===== src/rtl/v2_pulse_gen.sv =====
// ---------------------------------------------------------------------------
// v2_pulse_gen -- detector-pulse emulator feeding the v2 trapezoidal filter.
//
// On an accepted trigger the block synthesises a linear rise of
// 2^RISE_SHIFT clocks up to the captured amplitude, then an exponential
// decay p <= p - (p >> TAU_SHIFT) (finishing with unit steps below
// 2^TAU_SHIFT), all on top of a constant BASELINE.
//
// Optional feature (macro V2_PULSE_PILEUP_EN):
//   defined   -> a trigger during DECAY is accepted and the new pulse rises
//                on top of the current tail (pile-up emulation).
//   undefined -> triggers during DECAY are counted as misses.
//
// Ports:
//   clk_i        sample clock
//   reset_i      asynchronous, active-low reset
//   trig_i       pulse request, sampled on rising clk_i
//   amp_i        pulse amplitude, captured when the trigger is accepted
//   trig_ack_o   one-cycle pulse: trigger accepted
//   busy_o       high while a pulse is in progress (state != IDLE)
//   out_o        registered sample stream, min(BASELINE + p, 2^WIDTH - 1)
//   miss_cnt_o   saturating count of rejected triggers
// ---------------------------------------------------------------------------
module v2_pulse_gen #(
  parameter int unsigned WIDTH      = 16,
  parameter int unsigned RISE_SHIFT = 2,
  parameter int unsigned TAU_SHIFT  = 5,
  parameter int unsigned BASELINE   = 0
) (
  input  logic             clk_i,
  input  logic             reset_i,
  input  logic             trig_i,
  input  logic [WIDTH-1:0] amp_i,
  output logic             trig_ack_o,
  output logic             busy_o,
  output logic [WIDTH-1:0] out_o,
  output logic [7:0]       miss_cnt_o
);

  // Accumulator is one bit wider than the sample; sums are formed in SW bits
  // so neither base + a nor BASELINE + p can wrap before clamping.
  localparam int unsigned PW = WIDTH + 1;
  localparam int unsigned CW = (RISE_SHIFT > 0) ? RISE_SHIFT : 1;
  localparam int unsigned SW = WIDTH + CW + 2;

  localparam logic [SW-1:0]    MAX_S      = {{(SW-WIDTH){1'b0}}, {WIDTH{1'b1}}};
  localparam logic [SW-1:0]    BASE_S     = SW'(BASELINE);
  localparam logic [WIDTH-1:0] OUT_RST    = (BASE_S > MAX_S) ? {WIDTH{1'b1}} : BASE_S[WIDTH-1:0];
  localparam logic [PW-1:0]    P_ZERO     = {PW{1'b0}};
  localparam logic [PW-1:0]    P_ONE      = PW'(1'b1);
  localparam logic [PW-1:0]    DECAY_KNEE = {{(PW-1){1'b0}}, 1'b1} << TAU_SHIFT;
  localparam logic [CW-1:0]    CNT_ZERO   = {CW{1'b0}};
  localparam logic [CW-1:0]    CNT_ONE    = CW'(1'b1);
  localparam logic [CW-1:0]    CNT_LAST   = CW'((32'd1 << RISE_SHIFT) - 32'd1);

  typedef enum logic [1:0] {
    S_IDLE  = 2'd0,
    S_RISE  = 2'd1,
    S_DECAY = 2'd2
  } state_t;

  // Clamp a wide sum to the largest WIDTH-bit sample value.
  function automatic logic [WIDTH-1:0] clamp_out(input logic [SW-1:0] v);
    logic [WIDTH-1:0] r;
    if (v > MAX_S) begin
      r = {WIDTH{1'b1}};
    end else begin
      r = v[WIDTH-1:0];
    end
    return r;
  endfunction

  // Same clamp, widened to the accumulator width.
  function automatic logic [PW-1:0] clamp_p(input logic [SW-1:0] v);
    return {1'b0, clamp_out(v)};
  endfunction

  state_t           state_q, state_d;
  logic [PW-1:0]    p_q, p_d;
  logic [PW-1:0]    base_q, base_d;
  logic [WIDTH-1:0] a_q, a_d;
  logic [WIDTH-1:0] step_q, step_d;
  logic [CW-1:0]    cnt_q, cnt_d;
  logic [WIDTH-1:0] out_q, out_d;
  logic             ack_q, ack_d;
  logic             busy_q, busy_d;
  logic [7:0]       miss_q, miss_d;

  logic             accept_s;
  logic             reject_s;
  logic [PW-1:0]    rise_step_s;
  logic [PW-1:0]    rise_last_s;
  logic [PW-1:0]    decay_s;

  // Candidate accumulator values for the rise and decay phases.
  always_comb begin
    rise_step_s = clamp_p(SW'(base_q) + SW'(step_q) * (SW'(cnt_q) + SW'(CNT_ONE)));
    // Final rise sample uses the full amplitude so truncated low bits return.
    rise_last_s = clamp_p(SW'(base_q) + SW'(a_q));
    decay_s     = p_q - (p_q >> TAU_SHIFT);
  end

  // Next-state, accumulator and output logic.
  always_comb begin
    state_d  = state_q;
    p_d      = p_q;
    base_d   = base_q;
    a_d      = a_q;
    step_d   = step_q;
    cnt_d    = cnt_q;
    accept_s = 1'b0;
    reject_s = 1'b0;

    case (state_q)
      S_IDLE: begin
        accept_s = trig_i;
      end
      S_RISE: begin
        cnt_d    = cnt_q + CNT_ONE;
        reject_s = trig_i;
        if (cnt_q == CNT_LAST) begin
          p_d     = rise_last_s;
          state_d = S_DECAY;
        end else begin
          p_d     = rise_step_s;
          state_d = S_RISE;
        end
      end
      S_DECAY: begin
        // Below the knee the shift term is zero, so finish with unit steps.
        if (p_q >= DECAY_KNEE) begin
          p_d = decay_s;
        end else if (p_q != P_ZERO) begin
          p_d = p_q - P_ONE;
        end else begin
          p_d = p_q;
        end
        if (p_q == P_ZERO) begin
          state_d = S_IDLE;
        end else begin
          state_d = S_DECAY;
        end
`ifdef V2_PULSE_PILEUP_EN
        accept_s = trig_i;
`else
        reject_s = trig_i;
`endif
      end
      default: begin
        state_d = S_IDLE;
        p_d     = P_ZERO;
      end
    endcase

    // Acceptance holds p for this edge; the new rise is built on top of it.
    if (accept_s) begin
      a_d     = amp_i;
      step_d  = amp_i >> RISE_SHIFT;
      base_d  = p_q;
      cnt_d   = CNT_ZERO;
      p_d     = p_q;
      state_d = S_RISE;
    end else begin
      a_d = a_d;
    end

    if (reject_s && (miss_q != 8'hFF)) begin
      miss_d = miss_q + 8'd1;
    end else begin
      miss_d = miss_q;
    end

    ack_d  = accept_s;
    busy_d = (state_d != S_IDLE);
    out_d  = clamp_out(BASE_S + SW'(p_d));
  end

  // State, datapath and output registers.
  always_ff @(posedge clk_i or negedge reset_i) begin
    if (!reset_i) begin
      state_q <= S_IDLE;
      p_q     <= P_ZERO;
      base_q  <= P_ZERO;
      a_q     <= {WIDTH{1'b0}};
      step_q  <= {WIDTH{1'b0}};
      cnt_q   <= CNT_ZERO;
      out_q   <= OUT_RST;
      ack_q   <= 1'b0;
      busy_q  <= 1'b0;
      miss_q  <= 8'd0;
    end else begin
      state_q <= state_d;
      p_q     <= p_d;
      base_q  <= base_d;
      a_q     <= a_d;
      step_q  <= step_d;
      cnt_q   <= cnt_d;
      out_q   <= out_d;
      ack_q   <= ack_d;
      busy_q  <= busy_d;
      miss_q  <= miss_d;
    end
  end

  assign trig_ack_o = ack_q;
  assign busy_o     = busy_q;
  assign out_o      = out_q;
  assign miss_cnt_o = miss_q;

endmodule


===== config.mk =====
export PLATFORM = sky130hd
export DESIGN_NAME = v2_pulse_gen
export DESIGN_NICKNAME = d
export VERILOG_FILES = /design/src/rtl/v2_pulse_gen.sv
export SDC_FILE = /design/constraint.sdc
export NUM_CORES = 1
export LEC_CHECK = 0
export ABC_AREA = 1
export CAP_MARGIN = 20
export CORE_MARGIN = 1
export CORE_UTILIZATION = 40
export CTS_BUF_LIST = sky130_fd_sc_hd__clkbuf_4 sky130_fd_sc_hd__clkbuf_8
export DETAILED_ROUTE_END_ITERATION = 16
export GPL_TIMING_DRIVEN = 1
export HOLD_SLACK_MARGIN = 0.03
export PLACE_DENSITY_LB_ADDON = 0.15
export RECOVER_POWER = 50
export SLEW_MARGIN = 20
export SYNTH_ARGS = -nofsm -noshare
export SYNTH_HDL_FRONTEND = slang
export SYNTH_SLANG_ARGS = --single-unit

===== constraint.sdc =====
create_clock -name clk_i -period 4.8 [get_ports clk_i]
set_input_delay 0.96 -clock clk_i [delete_from_list [all_inputs] [get_ports clk_i]]
set_output_delay 0.96 -clock clk_i [all_outputs]
set_load 0.03 [all_outputs]

After elaboration in Yosys (flattened, before gate mapping)

Index checks and enable logic that the tools add are counted.
Widths: inputs -> output; s select.

$add $sub $neg: 7
$mul: 1
Magnitude comparators: 4
Equality and inequality tests: 4
Muxes and demuxes: 16
Reduce and logical (&&, ||, !) cells: 7

Operators with widths:

| operator              | count |
|---|---|
| $mux 16               | 4 |
| $mux 17               | 3 |
| $pmux 17 s3           | 1 |
| $gt 18x16->1 const B  | 2 |
| $add 17x16->18        | 1 |
| $add 17x17->18        | 1 |
| $ge 17x6->1 const B   | 1 |
| $gt 17x16->1 const B  | 1 |
| $logic_not 17->1      | 1 |
| $mul 14x3->17         | 1 |
| $reduce_bool 17->1    | 1 |
| $sub 17x1->17 const B | 1 |
| $sub 17x12->17        | 1 |
| $mux 2                | 5 |
| $add 8x1->8 const B   | 1 |
| $ne 8x8->1 const B    | 1 |
| $pmux 2 s3            | 1 |
| $eq 2x2->1 const B    | 2 |
| $reduce_bool 2->1     | 2 |
| $add 2x1->3 const B   | 1 |
| $add 2x1->2 const B   | 1 |
| $eq 2x1->1 const B    | 1 |
| $logic_not 2->1       | 1 |
| $mux 1                | 2 |
| 2 further kinds       | 2 |

Flip-flop bits (word level): 94
Bits of input ports: 19
Output and inout port bits: 26
Word-level logic and storage cells: 49

Depth between registers and ports, before layout

Gate-level depths: netlist (run 1).

Depth after elaboration: 10
Mapped depth: 23
Gate-level depth less buffers: 21

Worst setup path after synthesis (run 1)

OpenSTA, ideal clock, no wires.

Path kind: reg2reg
Start point: register cnt_q[0]
End point: register p_q[9]
Library setup time: 0.067 ns
Arrival: 3.663 ns
Required time: 4.733 ns
Path slack: 1.069 ns
Cell stages (with the launch flop): 21
Path buffers: 2
Clock period less this slack: 3.731 ns
Cells stage by stage: dfrtp_1 ha_1 clkbuf_1 clkbuf_1 nand2_1 fa_1 inv_1 fa_1 inv_1 fa_1 inv_2 nand3_1 nand3_2 nand2_1 nand3_1 a21oi_4 nand2_4 o21ai_1 nand3_1 nand2_1 nand2_1

Longest elaborated chain between the ends: 8
Elaborated cells on any way between the ends: 9
Classes of those cells: add/sub (2); mul (1); order compare (1); eq/ne (1); mux (4)

RTL lines:

| element                  | RTL line | RTL |
|---|---|---|
| start: declaration       | 83       | `logic [CW-1:0] cnt_q, cnt_d;` |
| start signal: assignment | 197      | `cnt_q <= cnt_d;` |
| $add 2x1->3              | 97       | `rise_step_s = clamp_p(SW'(base_q) + SW'(step_q) * (SW'(cnt_q) + SW'(CNT_ONE)));` |
| $mul 14x3->17            | 97       |  |
| $add 17x17->18           | 97       |  |
| $gt 18x16->1             | 65       | `if (v > MAX_S) begin` |
| $mux 16                  | 65       |  |
| $mux 16 *                | 121      | `if (cnt_q == CNT_LAST) begin` |
| $pmux 17 s3 *            | 114      | `case (state_q)` |
| $mux 17 *                | 156      | `if (accept_s) begin` |
| named net p_d[9]         | 79       | `logic [PW-1:0] p_q, p_d;` |
| end signal: assignment   | 193      | `p_q <= p_d;` |
| end: declaration         | 79       |  |

The timed path passes the listed nets; every way through them passes the cells marked *.
A chain may end at the register's enable or synchronous reset.

Worst setup path in the final report (run 1)

Start point: register cnt_q[1]
End point: register out_q[5] (netlist: out_o[5])

Longest elaborated chain between the ends: 10
Elaborated cells on any way between the ends: 11
Classes of those cells: add/sub (2); mul (1); order compare (2); eq/ne (1); mux (5)

RTL lines:

| element                | RTL line | RTL |
|---|---|---|
| $add 2x1->3            | 97       |  |
| $mul 14x3->17          | 97       |  |
| $add 17x17->18         | 97       |  |
| $gt 18x16->1           | 65       |  |
| $mux 16                | 65       |  |
| $mux 16 *              | 121      |  |
| $pmux 17 s3 *          | 114      |  |
| $mux 17 *              | 156      |  |
| $gt 17x16->1           | 65       |  |
| $mux 16 *              | 65       |  |
| named net out_d[5]     | 84       | `logic [WIDTH-1:0] out_q, out_d;` |
| end signal: assignment | 198      | `out_q <= out_d;` |
| end: declaration       | 84       |  |

Marked as above.

==> impl_metrics.env, run 1 <==
export IMPL_path_cells="ha_1 -> nand2_1 -> fa_1 -> inv_1 -> fa_1 -> inv_1 -> fa_1 -> inv_2 -> nand3_1 -> nand3_2 -> nand2_1 -> nand3_1 -> a21oi_4 -> nand2_4 -> o21ai_1 -> nand3b_1 -> nand2_1 -> nand3_1"
export IMPL_yosys_area_top_type="dfrtp_1"
export IMPL_worst_endpoint_arrival_ns=4.46
export IMPL_drive_gt1_frac=0.0839
export IMPL_vias=7162
export IMPL_die_area_um2=20400
export IMPL_critPathRequiredTime_ns=5.11
export IMPL_cts_resized_gates=0
export IMPL_r2r_start="cnt_q[1]$_DFFE_PN0P_"
export IMPL_syn2layout_area_growth_pct=10.9
export IMPL_final_cell_mix="nand2_1 (367), inv_1 (213), dfrtp_1 (80), nand3_1 (77), nor2_1 (72)"
export IMPL_ys_seq_area_frac=0.252
export IMPL_fillers=2078
export IMPL_crit_type="register to register"
export IMPL_maxSlewHeadroom=-0.952
export IMPL_postCtsSetupBuffers=0
export IMPL_syn_nets=1265
export IMPL_register_area_um2=2000
export IMPL_drt_wl_total_um=21800
export IMPL_fp_dieW_um=143
export IMPL_min_period_over_period=0.865
export IMPL_clkSlewWorstSetupHoldPaths_ns=0.11
export IMPL_rsz0062_at_grt="no"
export IMPL_grt_max_degree=61
export IMPL_final_common_cell="nand2_1"
export IMPL_diodes=0
export IMPL_core_um2=19500
export IMPL_dp_hpwl_um=17400
export IMPL_clock_path_buffers=2
export IMPL_post_route_min_period_ns=4.15
export IMPL_multi_input_area_um2=4980
export IMPL_cap_violations=1
export IMPL_startpoint="cnt_q[1]$_DFFE_PN0P_"
export IMPL_via_per_inst=4.88
export IMPL_max_stage_delay_ns=0.61
export IMPL_async_flop_share=1.00
export IMPL_synth_area_leaders="dfrtp_1 (25%), nand2_1 (17%), inv_1 (10%)"
export IMPL_rows=51
export IMPL_path_buf_inv=3
export IMPL_worst_setup_path_start_kind="register"
export IMPL_synth_cell_types=43
export IMPL_finalHoldViolations=0
export IMPL_synth_edf_count=0
export IMPL_crit_family="adder cells"
export IMPL_clock_latency_ns=0.40
export IMPL_tns_ns=0
export IMPL_remaining_drc_errors=0
export IMPL_drt_initial_drc_count=389
export IMPL_firstDrtPassIters=5
export IMPL_crit_fanout=17
export IMPL_io_buffers=44
export IMPL_drv_slew=50
export IMPL_cts_root_buf="clkbuf_8"
export IMPL_grt_util_all_layers=0.233
export IMPL_drt_antenna_violating_nets=0
export IMPL_hold_buffers=0
export IMPL_nNetsFinal=1302
export IMPL_place_gp_congestion=0.910
export IMPL_grt_pass1_vias=6956
export IMPL_cts_buffers=9
export IMPL_dieHeight_um=143
export IMPL_htree_levels=3
export IMPL_cp_end_kind="register"
export IMPL_syn_area_um2=7940
export IMPL_synthFlopType="dfrtp_1"
export IMPL_grt_first_pass_wirelength_um=36400
export IMPL_syn_avg_cell_area_um2=6.83
export IMPL_wl_per_cell_um=14.8
export IMPL_worstMarginPinSlew_ns=2.93
export IMPL_max_freq_mhz=241
export IMPL_io_pins=45
export IMPL_ys_ff_latch=80
export IMPL_ys_warnings_count=0
export IMPL_synth_top_area_share=0.252
export IMPL_setup_viol=0
export IMPL_skew_ns=0.0211
export IMPL_antenna_found_initial=0
export IMPL_violations="max-capacitance violations, max-slew violations"
export IMPL_status="finished with violations"
export IMPL_crit_slowest_cell="ha_1"
export IMPL_hold_start="a_q[0]$_DFFE_PN0P_"
export IMPL_cts_tree="yes"
export IMPL_syn_inst=1162
export IMPL_grt_overflow_total=0
export IMPL_min_path_type="register to register"
export IMPL_initial_utilization=0.408
export IMPL_numClockSinks=80
-- flip-flops by register name, indices dropped and copies added (netlist names) --
register	count
p_q	17
busy_o	1
base_q	17
a_q	16
miss_cnt_o	8
cnt_q	2
trig_ack_o	1
out_o	16
state_q	2
-- worst reg2reg max path, cell delays in order, from the launching register on --
cell	delay (ns)
dfrtp_1	0.36
ha_1	0.61
nand2_1	0.20
fa_1	0.57
inv_1	0.06
fa_1	0.53
inv_1	0.07
fa_1	0.48
inv_2	0.10
nand3_1	0.08
nand3_2	0.11
nand2_1	0.05
nand3_1	0.14
a21oi_4	0.13
nand2_4	0.15
o21ai_1	0.08
nand3b_1	0.13
nand2_1	0.07
nand3_1	0.13
-- routing by layer --
layer | track usage | routed length (um)
met3 | 0.0416 | 910
met1 | 0.317 | 10600
met5 | 0 | 0
met2 | 0.381 | 9950
met4 | 0.0600 | 362
-- final cells by class --
| type | count | area share |
|---|---|---|
| clock inverters | 7 | 0.00838 |
| clock buffers | 9 | 0.0141 |
| flip-flops and latches | 80 | 0.227 |
| inverters | 223 | 0.0952 |
| multi-input cells | 838 | 0.566 |
| repair buffers | 47 | 0.0516 |
| well taps | 265 | 0.0377 |
-- final timing paths --
kind	depth (start not counted)	slack, ns	endpoint
worst max-delay path	18	0.65	out_o[5]$_DFF_PN0_
worst min-delay path	2	0.52	a_q[0]$_DFFE_PN0P_
worst max register to register	18	0.65	out_o[5]$_DFF_PN0_
worst min register to register	2	0.52	a_q[0]$_DFFE_PN0P_
max in group asynchronous	2	1.28	out_o[8]$_DFF_PN0_
min in group asynchronous	1	1.51	trig_ack_o$_DFF_PN0_
-- through the flow --
step	setup slack [ns]	hold slack [ns]	instance area (um2)	utilization	std cells
2_1_floorplan	1.07	0.453	7940	-	1162
3_3_place_gp	0.778	0.498	8610	0.443	1453
3_5_place_dp	0.698	0.494	8610	0.443	1453
4_1_cts	0.642	0.523	8810	0.453	1469
5_1_grt	0.346	0.551	8810	0.452	1469
6_report	0.646	0.523	8810	0.452	1469
-- cells in the mapped netlist (2+ instances only) --
library cell	count
o21ai_1	14
or2_2	4
nand3b_1	8
a21oi_1	28
nand3_1	77
inv_1	213
a21oi_2	12
nand3_4	2
buf_6	3
nor2_2	7
dfrtp_1	80
o21a_1	2
nand2_2	18
o21ai_0	42
o21bai_1	4
nor2_4	4
nor2_1	72
clkbuf_1	16
inv_2	7
and2_1	4
o21ai_2	2
nand2_4	3
clkinv_1	2
nand2_1	367
a22oi_1	2
nor3_1	8
fa_1	29
a21boi_0	3
nand4_1	16
xor2_1	19
ha_1	55
xnor2_1	12
nand3_2	17
-- cells by family (layout without fill, tap and decap cells) --
kind of cell    Yosys count  in the layout  share of synthesized area
xor+xnor                 31             31                     0.0342
flops                    80             80                      0.252
buf+inv                 244            286                      0.121
simple gates            610            610                      0.348
compound gates          113            113                     0.0851
fa+ha+maj                84             84                      0.160
Power of run 1 is left out: the tool's default activity adds up to more than one toggle a clock period on the data nets, which glitch-free logic cannot reach.
==> inputs of run 2 (changes only) <==
Settings changed: CAP_MARGIN 20 to default.
==> results of run 2 <==
Same layout as run 1: the final DEF is identical, and so are final timing and power.
Power of run 2 is left out for the same reason.
